==> src/rtl/keyboard_serializer_if.sv <==
// Host bus and key-op handshake bundle for keyboard_serializer.
// The master side is the host/receiver environment; the slave side is the serializer.
interface keyboard_serializer_if;
    logic        HOST_WR;
    logic [3:0]  HOST_A;
    logic [7:0]  HOST_DI;
    logic [7:0]  HOST_DO;
    logic        FLUSH;
    logic        PENDING;
    logic        KEY_STB;
    logic [11:0] KEY_OP;
    logic        KEY_BUSY;

    modport master (
        output HOST_WR, HOST_A, HOST_DI, FLUSH, KEY_BUSY,
        input  HOST_DO, PENDING, KEY_STB, KEY_OP
    );

    modport slave (
        input  HOST_WR, HOST_A, HOST_DI, FLUSH, KEY_BUSY,
        output HOST_DO, PENDING, KEY_STB, KEY_OP
    );
endinterface

==> src/rtl/keyboard_serializer.sv <==
// Keyboard matrix shadow (8 rows + modifier) with dirty tracking, serialised to a
// key-op receiver over a four-phase strobe/busy handshake.
module keyboard_serializer (
    input  logic                  CLK,
    input  logic                  RESET,
    keyboard_serializer_if.slave  kbd
);

    typedef enum logic [1:0] {
        ST_IDLE = 2'd0,
        ST_REQ  = 2'd1,
        ST_ACK  = 2'd2,
        ST_GAP  = 2'd3
    } state_t;

    state_t          state_q, state_d;
    logic            key_stb_q, key_stb_d;
    logic [11:0]     key_op_q, key_op_d;
    logic [8:0][7:0] shadow_q, shadow_d;
    logic [8:0]      dirty_q, dirty_d;
    logic [8:0]      set_s;
    logic [8:0]      clr_s;
    logic [3:0]      sel_s;

    // Modifier (index 8) always wins; otherwise the lowest dirty row is chosen.
    function automatic logic [3:0] pick_entry(input logic [8:0] dirty);
        logic [3:0] idx;
        idx = 4'd8;
        if (!dirty[8]) begin
            for (int i = 7; i >= 0; i--) begin
                idx = dirty[i] ? 4'(i) : idx;
            end
        end else begin
            idx = 4'd8;
        end
        return idx;
    endfunction

    // Host writes and flush: shadow update plus dirty-set mask.
    always_comb begin
        shadow_d = shadow_q;
        set_s    = 9'h000;
        if (kbd.HOST_WR && (kbd.HOST_A <= 4'd8)) begin
            shadow_d[kbd.HOST_A] = kbd.HOST_DI;
            set_s[kbd.HOST_A]    = 1'b1;
        end else begin
            set_s = 9'h000;
        end
        if (kbd.FLUSH) begin
            set_s = 9'h1FF;
        end else begin
            set_s = set_s;
        end
    end

    // Handshake sequencing; op data is latched once in IDLE and never touched in flight.
    always_comb begin
        sel_s     = pick_entry(dirty_q);
        clr_s     = 9'h000;
        state_d   = state_q;
        key_stb_d = key_stb_q;
        key_op_d  = key_op_q;
        case (state_q)
            ST_IDLE: begin
                if (|dirty_q) begin
                    clr_s[sel_s] = 1'b1;
                    key_stb_d    = 1'b1;
                    state_d      = ST_REQ;
                    if (sel_s == 4'd8) begin
                        key_op_d = {1'b1, 3'b000, shadow_q[8]};
                    end else begin
                        key_op_d = {1'b0, sel_s[2:0], shadow_q[sel_s]};
                    end
                end else begin
                    key_stb_d = 1'b0;
                end
            end
            ST_REQ: begin
                if (kbd.KEY_BUSY) begin
                    state_d = ST_ACK;
                end else begin
                    state_d = ST_REQ;
                end
            end
            ST_ACK: begin
                if (!kbd.KEY_BUSY) begin
                    key_stb_d = 1'b0;
                    state_d   = ST_GAP;
                end else begin
                    state_d = ST_ACK;
                end
            end
            ST_GAP: begin
                state_d = ST_IDLE;
            end
            default: begin
                state_d   = ST_IDLE;
                key_stb_d = 1'b0;
            end
        endcase
        // A set in the same cycle as the clear keeps the entry dirty.
        dirty_d = (dirty_q & ~clr_s) | set_s;
    end

    // State, op register, shadow and dirty flops; reset forces a full resync.
    always_ff @(posedge CLK) begin
        if (RESET) begin
            state_q   <= ST_IDLE;
            key_stb_q <= 1'b0;
            key_op_q  <= 12'h000;
            shadow_q  <= {9{8'hFF}};
            dirty_q   <= 9'h1FF;
        end else begin
            state_q   <= state_d;
            key_stb_q <= key_stb_d;
            key_op_q  <= key_op_d;
            shadow_q  <= shadow_d;
            dirty_q   <= dirty_d;
        end
    end

    // Combinational shadow readback; unmapped addresses read all-released.
    always_comb begin
        if (kbd.HOST_A <= 4'd8) begin
            kbd.HOST_DO = shadow_q[kbd.HOST_A];
        end else begin
            kbd.HOST_DO = 8'hFF;
        end
    end

    assign kbd.KEY_STB = key_stb_q;
    assign kbd.KEY_OP  = key_op_q;
    assign kbd.PENDING = (|dirty_q) || (state_q != ST_IDLE);

endmodule

==> src/flat_wrapper.sv <==
// flat-port wrapper written by rule: the top's interface ports become plain ports
module keyboard_serializer_flat 
  (CLK, RESET, kbd_HOST_WR, kbd_HOST_A, kbd_HOST_DI, kbd_FLUSH, kbd_KEY_BUSY, kbd_HOST_DO, kbd_PENDING, kbd_KEY_STB, kbd_KEY_OP);
  keyboard_serializer_if kbd_i ();
  input  logic CLK;
  input  logic RESET;
  input wire logic [$bits(kbd_i.HOST_WR)-1:0] kbd_HOST_WR;
  input wire logic [$bits(kbd_i.HOST_A)-1:0] kbd_HOST_A;
  input wire logic [$bits(kbd_i.HOST_DI)-1:0] kbd_HOST_DI;
  input wire logic [$bits(kbd_i.FLUSH)-1:0] kbd_FLUSH;
  input wire logic [$bits(kbd_i.KEY_BUSY)-1:0] kbd_KEY_BUSY;
  output wire logic [$bits(kbd_i.HOST_DO)-1:0] kbd_HOST_DO;
  output wire logic [$bits(kbd_i.PENDING)-1:0] kbd_PENDING;
  output wire logic [$bits(kbd_i.KEY_STB)-1:0] kbd_KEY_STB;
  output wire logic [$bits(kbd_i.KEY_OP)-1:0] kbd_KEY_OP;
  assign kbd_i.HOST_WR = kbd_HOST_WR;
  assign kbd_i.HOST_A = kbd_HOST_A;
  assign kbd_i.HOST_DI = kbd_HOST_DI;
  assign kbd_i.FLUSH = kbd_FLUSH;
  assign kbd_i.KEY_BUSY = kbd_KEY_BUSY;
  assign kbd_HOST_DO = kbd_i.HOST_DO;
  assign kbd_PENDING = kbd_i.PENDING;
  assign kbd_KEY_STB = kbd_i.KEY_STB;
  assign kbd_KEY_OP = kbd_i.KEY_OP;
  keyboard_serializer u_core (.CLK(CLK), .RESET(RESET), .kbd(kbd_i));
endmodule
==> config.mk <==
export PLATFORM = sky130hd
export DESIGN_NAME = keyboard_serializer_flat
export DESIGN_NICKNAME = d
export VERILOG_FILES = /design/src/rtl/keyboard_serializer_if.sv /design/src/rtl/keyboard_serializer.sv /design/src/flat_wrapper.sv
export SDC_FILE = /design/constraint.sdc
export NUM_CORES = 1
export LEC_CHECK = 0
export ABC_AREA = 1
export CAP_MARGIN = 20
export CORE_ASPECT_RATIO = 0.8
export CORE_MARGIN = 1.5
export CORE_UTILIZATION = 58
export CTS_CLUSTER_SIZE = 20
export DETAILED_ROUTE_END_ITERATION = 6
export PLACE_DENSITY = 0.79
export SYNTH_ARGS = -nofsm -noshare
export SYNTH_HDL_FRONTEND = slang
export SYNTH_SLANG_ARGS = --single-unit
==> constraint.sdc <==
create_clock -name CLK -period 2.4 [get_ports CLK]
set_clock_uncertainty 0.2 [all_clocks]
set_input_delay 0.24 -clock CLK [delete_from_list [all_inputs] [get_ports CLK]]
set_output_delay 0.24 -clock CLK [all_outputs]
set_load 0.03 [all_outputs]
# After elaboration in Yosys (flattened, before gate mapping)
# Index checks and enable logic that the tools add are counted.
word_totals:
  regBits: 96
  input_bits: 17
  out_inout_bits: 22
  elab_cells: 70
classes:
  n_lt_le_gt_ge: 5
  eq_ne: 6
  n_mux: 33
  bitwise: 3
  reduce_logical: 10
ops:
  columns: ["op", "count"]
  rows:
  - ["$bwmux 72", 1]
  - ["$bmux 8 s4", 2]
  - ["$mux 4", 9]
  - ["$mux 9", 4]
  - ["$demux 8 s4", 1]
  - ["$mux 8", 4]
  - ["$mux 12", 1]
  - ["$lt 4x5->1 const B", 2]
  - ["$and 9x9->9", 1]
  - ["$not 9->9", 1]
  - ["$or 9x9->9", 1]
  - ["$reduce_or 9->1", 1]
  - ["$demux 1 s4", 2]
  - ["$ge 4x1->1 const B", 2]
  - ["$pmux 2 s4", 1]
  - ["$mux 1", 5]
  - ["$eq 2x2->1 const B", 2]
  - ["$eq 4x4->1 const B", 1]
  - ["$le 4x4->1 const B", 1]
  - ["$mux 2", 2]
  - ["$reduce_and 2->1", 2]
  - ["$reduce_bool 2->1", 2]
  - ["$logic_and 1x1->1", 3]
  - ["$eq 2x1->1 const B", 1]
  - ["5 further kinds", 5]

# Longest topological paths before layout
logic_depth:
  word_depth: 18
  depth_mapped: 15
  mapped_depth_nobuf: 15

# Worst setup path before layout
# Ideal clock, no wire load.
synth_timing:
  path_type: "reg-to-reg"
  startpoint: "register u_core.dirty_q[0]"
  endpoint: "register u_core.key_op_q[5], in the netlist u_core.kbd.KEY_OP[5]"
  setup_time_ns: 0.132
  arrival_ns: 1.483
  required_time_ns: 2.068
  setup_slack_ns: 0.585
  stages_incl_launch_ff: 12
  n_path_buf: 1
  synth_period_minus_slack_ns: 1.815
  path_cell_list: "dfxtp_1 nor2_4 nand2_2 a21oi_4 inv_1 buf_2 nand4_1 nand3_1 nand2_1 nand3_1 nand2_1 a21oi_1"
synth_between:
  elab_chain_cells: 5
  word_cells_on_any_way: 8
  cone_classes: "1 x eq/ne; 5 x mux; 2 x reduce/logical"
synth_rtl:
  columns: ["item", "line", "text"]
  rows:
  - ["from (decl)", "keyboard_serializer.sv:20", "logic [8:0] dirty_q, dirty_d;"]
  - ["from (signal assigned)", "keyboard_serializer.sv:118", "dirty_q <= dirty_d;"]
  - ["$mux 4", "keyboard_serializer.sv:31", "idx = dirty[i] ? 4'(i) : idx;"]
  - ["$mux 4", "keyboard_serializer.sv:29", "if (!dirty[8]) begin"]
  - ["$bmux 8 s4", "keyboard_serializer.sv:72", "key_op_d = {1'b0, sel_s[2:0], shadow_q[sel_s]};"]
  - ["$mux 8 (implied by the code)", "keyboard_serializer.sv:72", null]
  - ["$mux 12", "keyboard_serializer.sv:69", "if (sel_s == 4'd8) begin"]
  - ["to (signal assigned)", "keyboard_serializer.sv:116", "key_op_q <= key_op_d;"]
  - ["to (decl)", "keyboard_serializer.sv:18", "logic [11:0] key_op_q, key_op_d;"]
# Several ways; a longest one is shown, not always the timed one. The select of a mux whose other input is x is not followed.
# A chain may end at the register's enable or synchronous reset.

# Final worst setup path
layout_timing:
  startpoint: "input port kbd_HOST_A[3]"
  endpoint: "output port kbd_HOST_DO[7]"
layout_between:
  elab_chain_cells: 3
  word_cells_on_any_way: 4
  cone_classes: "1 x order compare; 3 x mux"
layout_rtl:
  columns: ["item", "line", "text"]
  rows:
  - ["from (decl)", "flat_wrapper.sv:8", "input wire logic [$bits(kbd_i.HOST_A)-1:0] kbd_HOST_A;"]
  - ["$bmux 8 s4", "keyboard_serializer.sv:125", "kbd.HOST_DO = shadow_q[kbd.HOST_A];"]
  - ["$mux 8 (implied by the code)", "keyboard_serializer.sv:125", null]
  - ["$mux 8 *", "keyboard_serializer.sv:124", "if (kbd.HOST_A <= 4'd8) begin"]
  - ["to (decl)", "flat_wrapper.sv:12", "output wire logic [$bits(kbd_i.HOST_DO)-1:0] kbd_HOST_DO;"]
# Every way passes the cells marked *; elsewhere a longest branch is shown, timed or not. The select of a mux whose other input is x is not followed.

==> flow_summary_export.csv <==
group,metric,value,unit
sta,hold_viol,0,
clock_tree,clkTransAtPathRegs,90,ps
clock_tree,ctsHoldBuffers,0,
clock_tree,root_buffer,"clkbuf_8",
sta,post-route-period-util,95.6,%
routing,num_vias,5409,
power_and_ir_drop,finalPower,3.63,mW
clock_tree,cts_tree,"built",
routing,routed_wl,16600,um
die,rows,29,
die,die_y,85.4,um
sta,fmax,436,MHz
die,die-area,9060,sq um
clock_tree,cts_sinks,96,
clock_tree,numCtsBuffers,9,
sta,final.setup.worst_slack,106,ps
global_route,antenna_found_initial,0,
clock_tree,clockBufferDepth,2,
setup_path,worst-path-buf-inv,4,
placed_design,place.gp.congestion,1.16,
clock_tree,clkLatencyLatePin,380,ps
global_route,grt_use_total,38.2,%
power_and_ir_drop,p_leak,2.73,nW
setup_path,crit_arrival,1850,ps
setup_path,path_delay_family,"buffers and inverters",
setup_path,critPathMostFrequentCell,"inv_1",
routing,avgViaCountPerCell,6.18,
sta,max_slew_margin,56.1,%
yosys,avgSynthCellArea,6.89,sq um
global_route,grt_pass1_wl,26300,um
yosys,synth_nets,732,
worst_hold_path,hp-class,"register to register",
die,boundaryPins,39,
yosys,netlist-cell-type-count,30,
setup_path,critPathMaxFanout,6,
yosys,synth_enable_flop_cells,0,
routing,drtIter0Drc,785,
setup_path,path_class,"input port to output pin",
routing,antenna_left,0,
sta,post-route-min-period,2290,ps
final_layout,diodes,0,
setup_path,worstPathCellList,"clkdlybuf4s50_1 -> inv_1 -> nor3_4 -> nor2_2 -> inv_1 -> o2111ai_1 -> buf_4",
job,drv_cap,0,
sta,setup_viol,0,
setup_path,required,1960,ps
global_route,grt_overflow_total,0,
die,initial_utilization,60.9,%
power_and_ir_drop,vdd_drop_max,470,uV
sta,worstMarginPinSlew,657,ps
routing,wl_per_cell,18.9,um
sta,rsz0062_at_grt,"false",
setup_path,start_kind,"input port",
setup_path,endpoint_kind,"output pin",
setup_path,slowest_stage,"clkdlybuf4s50_1",
yosys,synth_ff_type,"dfxtp_1",
clock_tree,h-tree-depth,3,
routing,drc,0,
yosys,ys_ff_latch,96,
sta,slew_violations,0,
routing,dr.pass1.iters,6,
yosys,ys_seq_area_share,39.0,%
yosys,syn_inst,715,
global_route,grt_max_degree,43,
global_route,grt_pass1_vias,4923,
setup_path,max_stage_delay,570,ps
yosys,ys_async_sr_fraction,0,%
yosys,ys_warn_count,0,
final_layout,nNetsFinal,780,
placed_design,portBuffers,38,
final_layout,area_growth,18.0,%
final_layout,layout-drive-gt1-share,12.9,%
outcome,outcome,"finished clean",
placed_design,dp_hpwl,11800,um
power_and_ir_drop,power_density,625,nW/um^2
yosys,syn-cell-area,4930,sq um
placed_design,dp_slack,-28.7,ps
die,core_area,8090,sq um
die,fp.dieW,106,um
-- placed cells by master, fill, tap and decap left out, drive strengths merged --
| cell | netlist | layout |
|---|---|---|
| nor2 | 20 | 20 |
| clkbuf | 22 | 10 |
| a22oi | 17 | 17 |
| nand3b | 7 | 7 |
| or2 | 1 | 1 |
| dfxtp | 96 | 96 |
| clkinvlp | 0 | 1 |
| nand3 | 125 | 125 |
| o21ai | 11 | 11 |
| buf | 14 | 43 |
| dlymetal6s2s | 0 | 1 |
| nand2 | 265 | 265 |
| a21oi | 22 | 22 |
| nand4 | 38 | 38 |
| clkinv | 0 | 1 |
| o211ai | 7 | 7 |
| clkdlybuf4s50 | 0 | 27 |
| bufinv | 0 | 3 |
| dlygate4sd2 | 0 | 2 |
| nor4 | 2 | 2 |
| inv | 51 | 51 |
| nor3 | 10 | 10 |
| o2111ai | 7 | 7 |
-- cells in the mapped netlist, types with 3 or more instances --
master / instances / area [sq um]
a21oi_1: 21 / 105
a22oi_1: 17 / 128
buf_2: 9 / 45.0
buf_6: 3 / 33.8
clkbuf_1: 22 / 82.6
dfxtp_1: 96 / 1920
inv_1: 37 / 139
inv_2: 13 / 48.8
nand2_1: 260 / 976
nand2_2: 4 / 25.0
nand3_1: 125 / 626
nand3b_1: 7 / 52.6
nand4_1: 38 / 238
nor2_1: 12 / 45.0
nor2_2: 4 / 25.0
nor2_4: 4 / 45.0
nor3_2: 3 / 30.0
nor3_4: 7 / 114
o2111ai_1: 7 / 61.3
o211ai_1: 7 / 52.6
o21ai_0: 8 / 40.0
o21ai_1: 3 / 15.0
-- sequential cells by signal, summed over array words and instances (netlist names), named ones only --
signal / flops
u_core.dirty_q: 9
u_core.kbd.KEY_OP: 12
u_core.kbd.KEY_STB: 1
u_core.shadow_q: 72
u_core.state_q: 1
-- power by group --
group          leakage (nW)  switching (mW)  internal (mW)
clock                 0.123           0.578          0.717
sequential            0.783          0.0416           1.65
combinational          1.82           0.416          0.225
total                  2.73            1.04           2.60
-- layer usage --
layer  routed length, um  global-route usage (%)  part of all wire, %  vias to the layer above
met5                   0                       0                    0                        -
met4                 788                    18.9                  4.8                        0
met3                1840                    7.68                   11                       72
met2                7380                    59.0                   45                      335
met1                6540                    51.2                   40                     2510
li1                    -                       -                    -                     2492
-- final cells by class --
type / instances / area [sq um]
repair buffers: 73 / 671
fillers: 655 / 2280
clock buffers: 10 / 138
well taps: 108 / 135
multi-input cells: 532 / 2650
flip-flops and latches: 96 / 1920
inverters: 51 / 198
clock inverters: 5 / 104
-- stage by stage --
step	instance area [sq um]	utilization (%)	cells	hold WS [ps]	TNS [ps]
after floorplan	4930	-	715	152	0
after global placement	5520	68.2	856	251	-89.6
after detailed placement	5520	68.2	856	253	-46.2
after CTS	5800	71.7	875	270	0
after global routing	5810	71.8	875	284	0
final	5810	71.8	875	269	0
-- logic make-up (layout without fill, tap and decap cells) --
group | Yosys count | after routing | share of synthesized area, %
AO/OA/AOI/OAI | 64 | 64 | 8.48
buffers and inverters | 87 | 139 | 7.44
flip-flops | 96 | 96 | 39.0
AND/OR/NAND/NOR | 468 | 468 | 45.1
-- worst min-delay path, delay by kind of cell (launching register included) --
| family | cells | cell delay, ps |
|---|---|---|
| and+or+nand+nor | 1 | 60 |
| DFF | 1 | 320 |
| AOI/OAI and AO/OA | 1 | 50 |
-- repair_timing --
item / 4_1_cts / 5_1_grt
resized for setup: 3 / 3
endpoints found under the hold margin: 0 / 0
pin swaps: 0 / 0
buffers inserted: 4 / 0
setup endpoints to repair: 6 / 9
-- path summary, 6_finish.rpt --
path	startpoint	slack (ps)	to	cells after the start
max	kbd_HOST_A[3]	110	kbd_HOST_DO[7]	7
min	u_core.kbd.KEY_OP[5]	270	u_core.kbd.KEY_OP[5]	2
max reg2reg	u_core.dirty_q[5]	250	u_core.kbd.KEY_OP[0]	14
min reg2reg	u_core.kbd.KEY_OP[5]	270	u_core.kbd.KEY_OP[5]	2
No activity file was read; power rests on OpenSTA's default activity.
